===== src/rtl/shared_bus_arbiter.sv =====
`default_nettype none
// ============================================================================
// shared_bus_arbiter : round-robin bus ownership with hold limit and turnaround
// Rev 1.0
// ============================================================================
module shared_bus_arbiter #(
  parameter int WIDTH    = 32,
  parameter int N        = 3,
  parameter int MAX_HOLD = 8
) (
  input  logic                 clk,
  input  logic                 rst_n,
  input  logic [N-1:0]         req_i,
  input  logic [N-1:0]         last_i,
  input  logic [N*WIDTH-1:0]   wdata_i,
  output logic [N-1:0]         gnt_o,
  output logic [$clog2(N)-1:0] owner_o,
  output logic [WIDTH-1:0]     bus_o,
  output logic                 bus_valid_o,
  output logic                 timeout_o
);

  localparam int              OW        = $clog2(N);
  localparam int              HW        = $clog2(MAX_HOLD + 1);
  localparam logic [HW-1:0]   HOLD_LAST = HW'(MAX_HOLD - 1);
  localparam logic [OW-1:0]   IDX_MAX   = OW'(N - 1);
  localparam logic [OW:0]     N_WIDE    = (OW + 1)'(N);

  typedef enum logic [1:0] {
    S_IDLE = 2'd0,
    S_OWN  = 2'd1,
    S_TURN = 2'd2
  } state_t;

  state_t         state_q, state_d;
  logic [N-1:0]   gnt_q, gnt_d;
  logic [OW-1:0]  owner_q, owner_d;
  logic [OW-1:0]  ptr_q, ptr_d;
  logic [HW-1:0]  hold_q, hold_d;
  logic           timeout_q, timeout_d;

  logic           any_req;
  logic [OW-1:0]  sel;
  logic [OW:0]    idx;
  logic           own_req;
  logic           own_last;
  logic [WIDTH-1:0] own_data;

  // Scan from the highest offset down so the lowest offset from ptr wins.
  always_comb begin
    any_req = 1'b0;
    sel     = '0;
    idx     = '0;
    for (int k = N - 1; k >= 0; k--) begin
      idx = {1'b0, ptr_q} + (OW + 1)'(k);
      if (idx >= N_WIDE) begin
        idx = idx - N_WIDE;
      end
      if (req_i[idx[OW-1:0]]) begin
        any_req = 1'b1;
        sel     = idx[OW-1:0];
      end
    end
  end

  always_comb begin
    own_data = '0;
    for (int i = 0; i < N; i++) begin
      if (owner_q == OW'(i)) begin
        own_data = wdata_i[i*WIDTH +: WIDTH];
      end
    end
  end

  assign own_req  = req_i[owner_q];
  assign own_last = last_i[owner_q];

  always_comb begin
    state_d   = state_q;
    gnt_d     = gnt_q;
    owner_d   = owner_q;
    ptr_d     = ptr_q;
    hold_d    = hold_q;
    timeout_d = 1'b0;

    unique case (state_q)
      S_IDLE, S_TURN: begin
        if (any_req) begin
          state_d = S_OWN;
          gnt_d   = N'(1) << sel;
          owner_d = sel;
          ptr_d   = (sel == IDX_MAX) ? '0 : sel + OW'(1);
          hold_d  = '0;
        end else begin
          state_d = S_IDLE;
          gnt_d   = '0;
        end
      end
      S_OWN: begin
        if (!own_req) begin
          state_d = S_TURN;
          gnt_d   = '0;
        end else begin
          hold_d = hold_q + HW'(1);
          if (own_last) begin
            state_d = S_TURN;
            gnt_d   = '0;
          end else if (hold_q == HOLD_LAST) begin
            // A coincident last beat takes the branch above, so no timeout then.
            state_d   = S_TURN;
            gnt_d     = '0;
            timeout_d = 1'b1;
          end
        end
      end
      default: begin
        state_d = S_IDLE;
        gnt_d   = '0;
      end
    endcase
  end

  always_ff @(posedge clk or negedge rst_n) begin
    if (!rst_n) begin
      state_q   <= S_IDLE;
      gnt_q     <= '0;
      owner_q   <= '0;
      ptr_q     <= '0;
      hold_q    <= '0;
      timeout_q <= 1'b0;
    end else begin
      state_q   <= state_d;
      gnt_q     <= gnt_d;
      owner_q   <= owner_d;
      ptr_q     <= ptr_d;
      hold_q    <= hold_d;
      timeout_q <= timeout_d;
    end
  end

  assign gnt_o       = gnt_q;
  assign owner_o     = owner_q;
  assign timeout_o   = timeout_q;
  assign bus_o       = (state_q == S_OWN) ? own_data : '0;
  assign bus_valid_o = (state_q == S_OWN) & own_req;

endmodule
`default_nettype wire


===== config.mk =====
export PLATFORM = sky130hd
export DESIGN_NAME = shared_bus_arbiter
export DESIGN_NICKNAME = d
export VERILOG_FILES = /design/src/rtl/shared_bus_arbiter.sv
export SDC_FILE = /design/constraint.sdc
export NUM_CORES = 1
export LEC_CHECK = 0
export BUFFER_PORTS_ARGS = -buffer_cell sky130_fd_sc_hd__buf_2
export CAP_MARGIN = 15
export CORE_ASPECT_RATIO = 1.1
export CORE_MARGIN = 8
export CORE_UTILIZATION = 40
export DETAILED_ROUTE_END_ITERATION = 10
export GPL_TIMING_DRIVEN = 0
export MAX_ROUTING_LAYER = met4
export PLACE_DENSITY = 0.87
export SLEW_MARGIN = 20
export SYNTH_ARGS = -nofsm -noshare
export SYNTH_HDL_FRONTEND = slang
export SYNTH_SLANG_ARGS = --single-unit

===== constraint.sdc =====
create_clock -name clk -period 4.6 [get_ports clk]
set_clock_uncertainty 0.05 [all_clocks]
set_input_delay 1.38 -clock clk [delete_from_list [all_inputs] [get_ports clk]]
set_output_delay 1.38 -clock clk [all_outputs]
set_load 0.01 [all_outputs]

== Word level (Yosys, flattened, before mapping) ==
Index checks and enable logic that the tools add are counted.

* Register bits after elaboration: 14
* Bits of input ports: 104
* Output and inout bits: 39

* Add/sub/neg operators: 7
* Order comparisons: 7
* Eq/ne operators: 9
* Shifts and indexed selects: 1
* Mux-type cells: 41
* Bitwise logic cells: 1
* Reduce and logical (&&, ||, !) cells: 6

{| class="wikitable"
|+ Operators with widths
! operator !! number
|-
| $mux W32 || 4
|-
| $mux W2 || 10
|-
| $mux W1 || 13
|-
| $lt A2 B3 Y1 const B || 4
|-
| $mux W3 || 4
|-
| $bmux W1 S2 || 5
|-
| $mux W4 || 2
|-
| $pmux W4 S2 || 1
|-
| $eq A2 B2 Y1 const B || 3
|-
| $ge A3 B2 Y1 const B || 2
|-
| $pmux W3 S2 || 1
|-
| $sub A2 B2 Y2 const B || 3
|-
| $add A4 B1 Y4 const B || 1
|-
| $eq A2 B1 Y1 const B || 2
|-
| $eq A4 B3 Y1 const B || 1
|-
| $logic_not A2 Y1 || 2
|-
| $ne A2 B2 Y1 const B || 2
|-
| $ne A4 B4 Y1 const B || 1
|-
| $pmux W2 S2 || 1
|-
| $add A2 B1 Y3 const B || 1
|-
| $add A2 B2 Y3 const B || 1
|-
| $reduce_and A3 Y1 || 1
|-
| $shl A1 B2 Y3 const A || 1
|-
| $add A2 B1 Y2 const B || 1
|-
| 5 further kinds || 5
|}

== Logic depth before layout (Yosys ltp) ==
* Depth in word-level cells: 11
* Gate-level depth with buffers: 7

== Worst setup path after synthesis ==
No wires, ideal clock.

* Path type: input -> output
* From: in req_i[1]
* To: out bus_valid_o
* Arrival: 1.920 ns
* Setup slack: 1.250 ns
* Cell stages on the path: 3
* Buffers on the path: 0
* Path through: mux2i_1 -> a2bb2oi_2 -> nor2_1

* Cells in the longest elaborated chain, start to end: 3

{| class="wikitable"
|+ RTL lines
! item !! RTL line !! source
|-
| start, declared || 13 || <nowiki>input logic [N-1:0] req_i,</nowiki>
|-
| $bmux W1 S2 || 75 || <nowiki>assign own_req = req_i[owner_q];</nowiki>
|-
| $mux W1 (implied by the code) || 75 ||
|-
| $and A1 B1 Y1 || 145 || <nowiki>assign bus_valid_o = (state_q == S_OWN) & own_req;</nowiki>
|-
| end, declared || 19 || <nowiki>output logic bus_valid_o,</nowiki>
|}

Every way passes these cells. The select of a mux whose other input is x is not followed.

== Worst setup path after layout ==
Ends and elaborated chain as after synthesis.

==> flow_summary.ini <==
[timing]
fin_hold_ws_ps = 450
postLayoutSetupSlackWorst_ps = 800
final-setup-viol-count = 0
period_minus_slack_ps = 3800
fmax_ghz = 0.263
rsz0062_at_grt = false
setup_tns_ps = 0
hold_violations = 0
worstMarginPinSlew_ps = 679
slew_headroom = 0.544
period_share = 0.826
drv_slew = 0

[die]
die_w_microns = 77.9
core-area_sq_um = 4020
die_h_microns = 84.1
start_util = 0.419
rows = 24
boundaryPins = 143
die_area_sq_um = 6560

[clock_tree]
hold_buffers = 0
clk_transition_reported_paths_ps = 60
postCtsSetupBuffers = 0
insertion_delay_ps = 250
ctsResizeCount = 0
root_buffer = clkbuf_8
cts_buffers = 3
cts_max_level = 1
cts.path.max_buffers = 2
cts_num_sinks = 14
cts_tree = done

[routing]
drt-initial-drc-count = 44
drt_wl_total_microns = 6910
ant_nets = 0
wl_per_cell_microns = 16.1
drc_errors = 0
first_pass_iters = 4
viasPerCell = 5.33
num_vias = 2285

[worst_setup_path]
worstSetupEndpointType = primary output
start_kind = input port
criticalPathCategory = in -> out
crit_fanout = 7
crit_required_ps = 3170
cp.arrival_ps = 2370

[cells_and_area]
layout_common_cells = buf_2, nor2_1, a21oi_1
post-route-util = 0.626
antennaDiodeCount = 0
nets = 486
post_route_cells_drive_above_1_share = 0.432
final_common_cell = buf_2
stdcell_area_sq_um = 2520
syn_to_final_growth_pct = 49.2

[grt]
antenna_found_initial = 0
grt_pass1_wl_microns = 11000
gr-usage-all-layers = 0.205
grt_start_max_net_pins = 15
grt_overflow = 0
grt_pass1_vias = 2421

[logic_synthesis]
synth_seq_cells = 14
synth_area_per_cell_sq_um = 7.31
syn_area_sq_um = 1690
ys_warn_count = 0
synth_nets = 339
synth_top_cells_by_area = dfrtp_1, mux2i_1, nor2_1, a21oi_1, ha_1
ys_seq_area_frac = 0.208
synth_top_cell_by_area = dfrtp_1
yosys.area.top_type_share = 0.208
synthCells = 231
synth_cell_types = 40

[run]
cap_violations = 0

[pwr]
powerDensity_nw_per_um2 = 522
power_leakage_nw = 1.34
peakVddDrop_uv = 362

[hold_path]
worstHoldPathType = reg -> reg

[placed_design]
place.detailed.hpwl_microns = 5740
placed_cell_area_sq_um = 2460
port_buffers = 142
gp_congestion = 0.906
dp_slack_ps = 829

[run_status]
outcome = complete, no violations
## cell type report
cell class | count | area [sq um]
flip-flops and latches | 14 | 350
clock buffers | 4 | 55.1
inverters | 6 | 22.5
repair buffers | 142 | 711
fillers | 396 | 1510
plain buffers | 17 | 82.6
multi-input cells | 194 | 1230
well taps | 52 | 65.1
## synthesized netlist by cell type (all sizes together)
master / instances
clkbuf: 7
or2: 1
or3: 1
a221oi: 1
a31oi: 1
o2bb2ai: 1
and3b: 1
nand2b: 5
nor2: 67
inv: 6
or4: 2
a2bb2oi: 1
nand4: 1
and4: 1
a22o: 3
ha: 4
o22a: 2
o31ai: 6
nand3: 2
o22ai: 1
nand2: 5
mux2: 4
and3: 1
mux2i: 34
o221ai: 1
o21ai: 5
a21oi: 36
nor4b: 1
nor2b: 3
nor3b: 1
a211oi: 1
buf: 10
dfrtp: 14
a31o: 1
## report_power, final
group / total (mW) / internal [mW] / switching (mW)
registers: 0.202 / 0.167 / 0.0351
clock network: 0.122 / 0.0760 / 0.0463
logic: 0.990 / 0.412 / 0.578
total: 1.31 / 0.655 / 0.660
## flip-flops by register name (all words and copies together) (netlist names)
name,cells
hold_q,4
gnt_o,3
owner_o,2
ptr_q,2
state_q,2
timeout_o,1
## critical path: stages
cell and delay, ps:
buf_2 130, mux2i_1 220, a2bb2oi_2 300, nor2_1 150
buf_2 180
## kinds of logic (layout without fill, tap and decap cells)
logic type / Yosys count / count (layout) / synth area share
AO/OA/AOI/OAI: 60 / 60 / 0.229
AND/OR/NAND/NOR: 92 / 92 / 0.243
adder cells (fa/ha/maj): 4 / 4 / 0.0297
flip-flops: 14 / 14 / 0.208
buffers and inverters: 23 / 169 / 0.0623
multiplexers: 38 / 38 / 0.228
## final timing paths
check,from,endpoint,slack (ps),depth (start not counted)
setup / recovery,req_i[1],bus_valid_o,800,5
setup reg to reg,ptr_q[1],owner_o[0],2530,7
hold / removal,gnt_o[1],gnt_o[1],450,1
hold reg to reg,gnt_o[1],gnt_o[1],450,1
max in group asynchronous,rst_n,owner_o[1],3300,1
min in group asynchronous,rst_n,gnt_o[0],960,1
## metal layers
metal | track usage | routed length, microns
met4 | 0.0843 | 180
met2 | 0.368 | 3490
met5 | - | 0
met1 | 0.212 | 2660
met3 | 0.0426 | 572
## per-stage QoR
step	instances	power [mW]
after floorplan	231	0.870
after global placement	425	1.16
after detailed placement	425	1.20
after CTS	429	1.32
after global routing	429	1.43
final	429	1.31
Note: power is estimated with default switching activity, not from simulation.
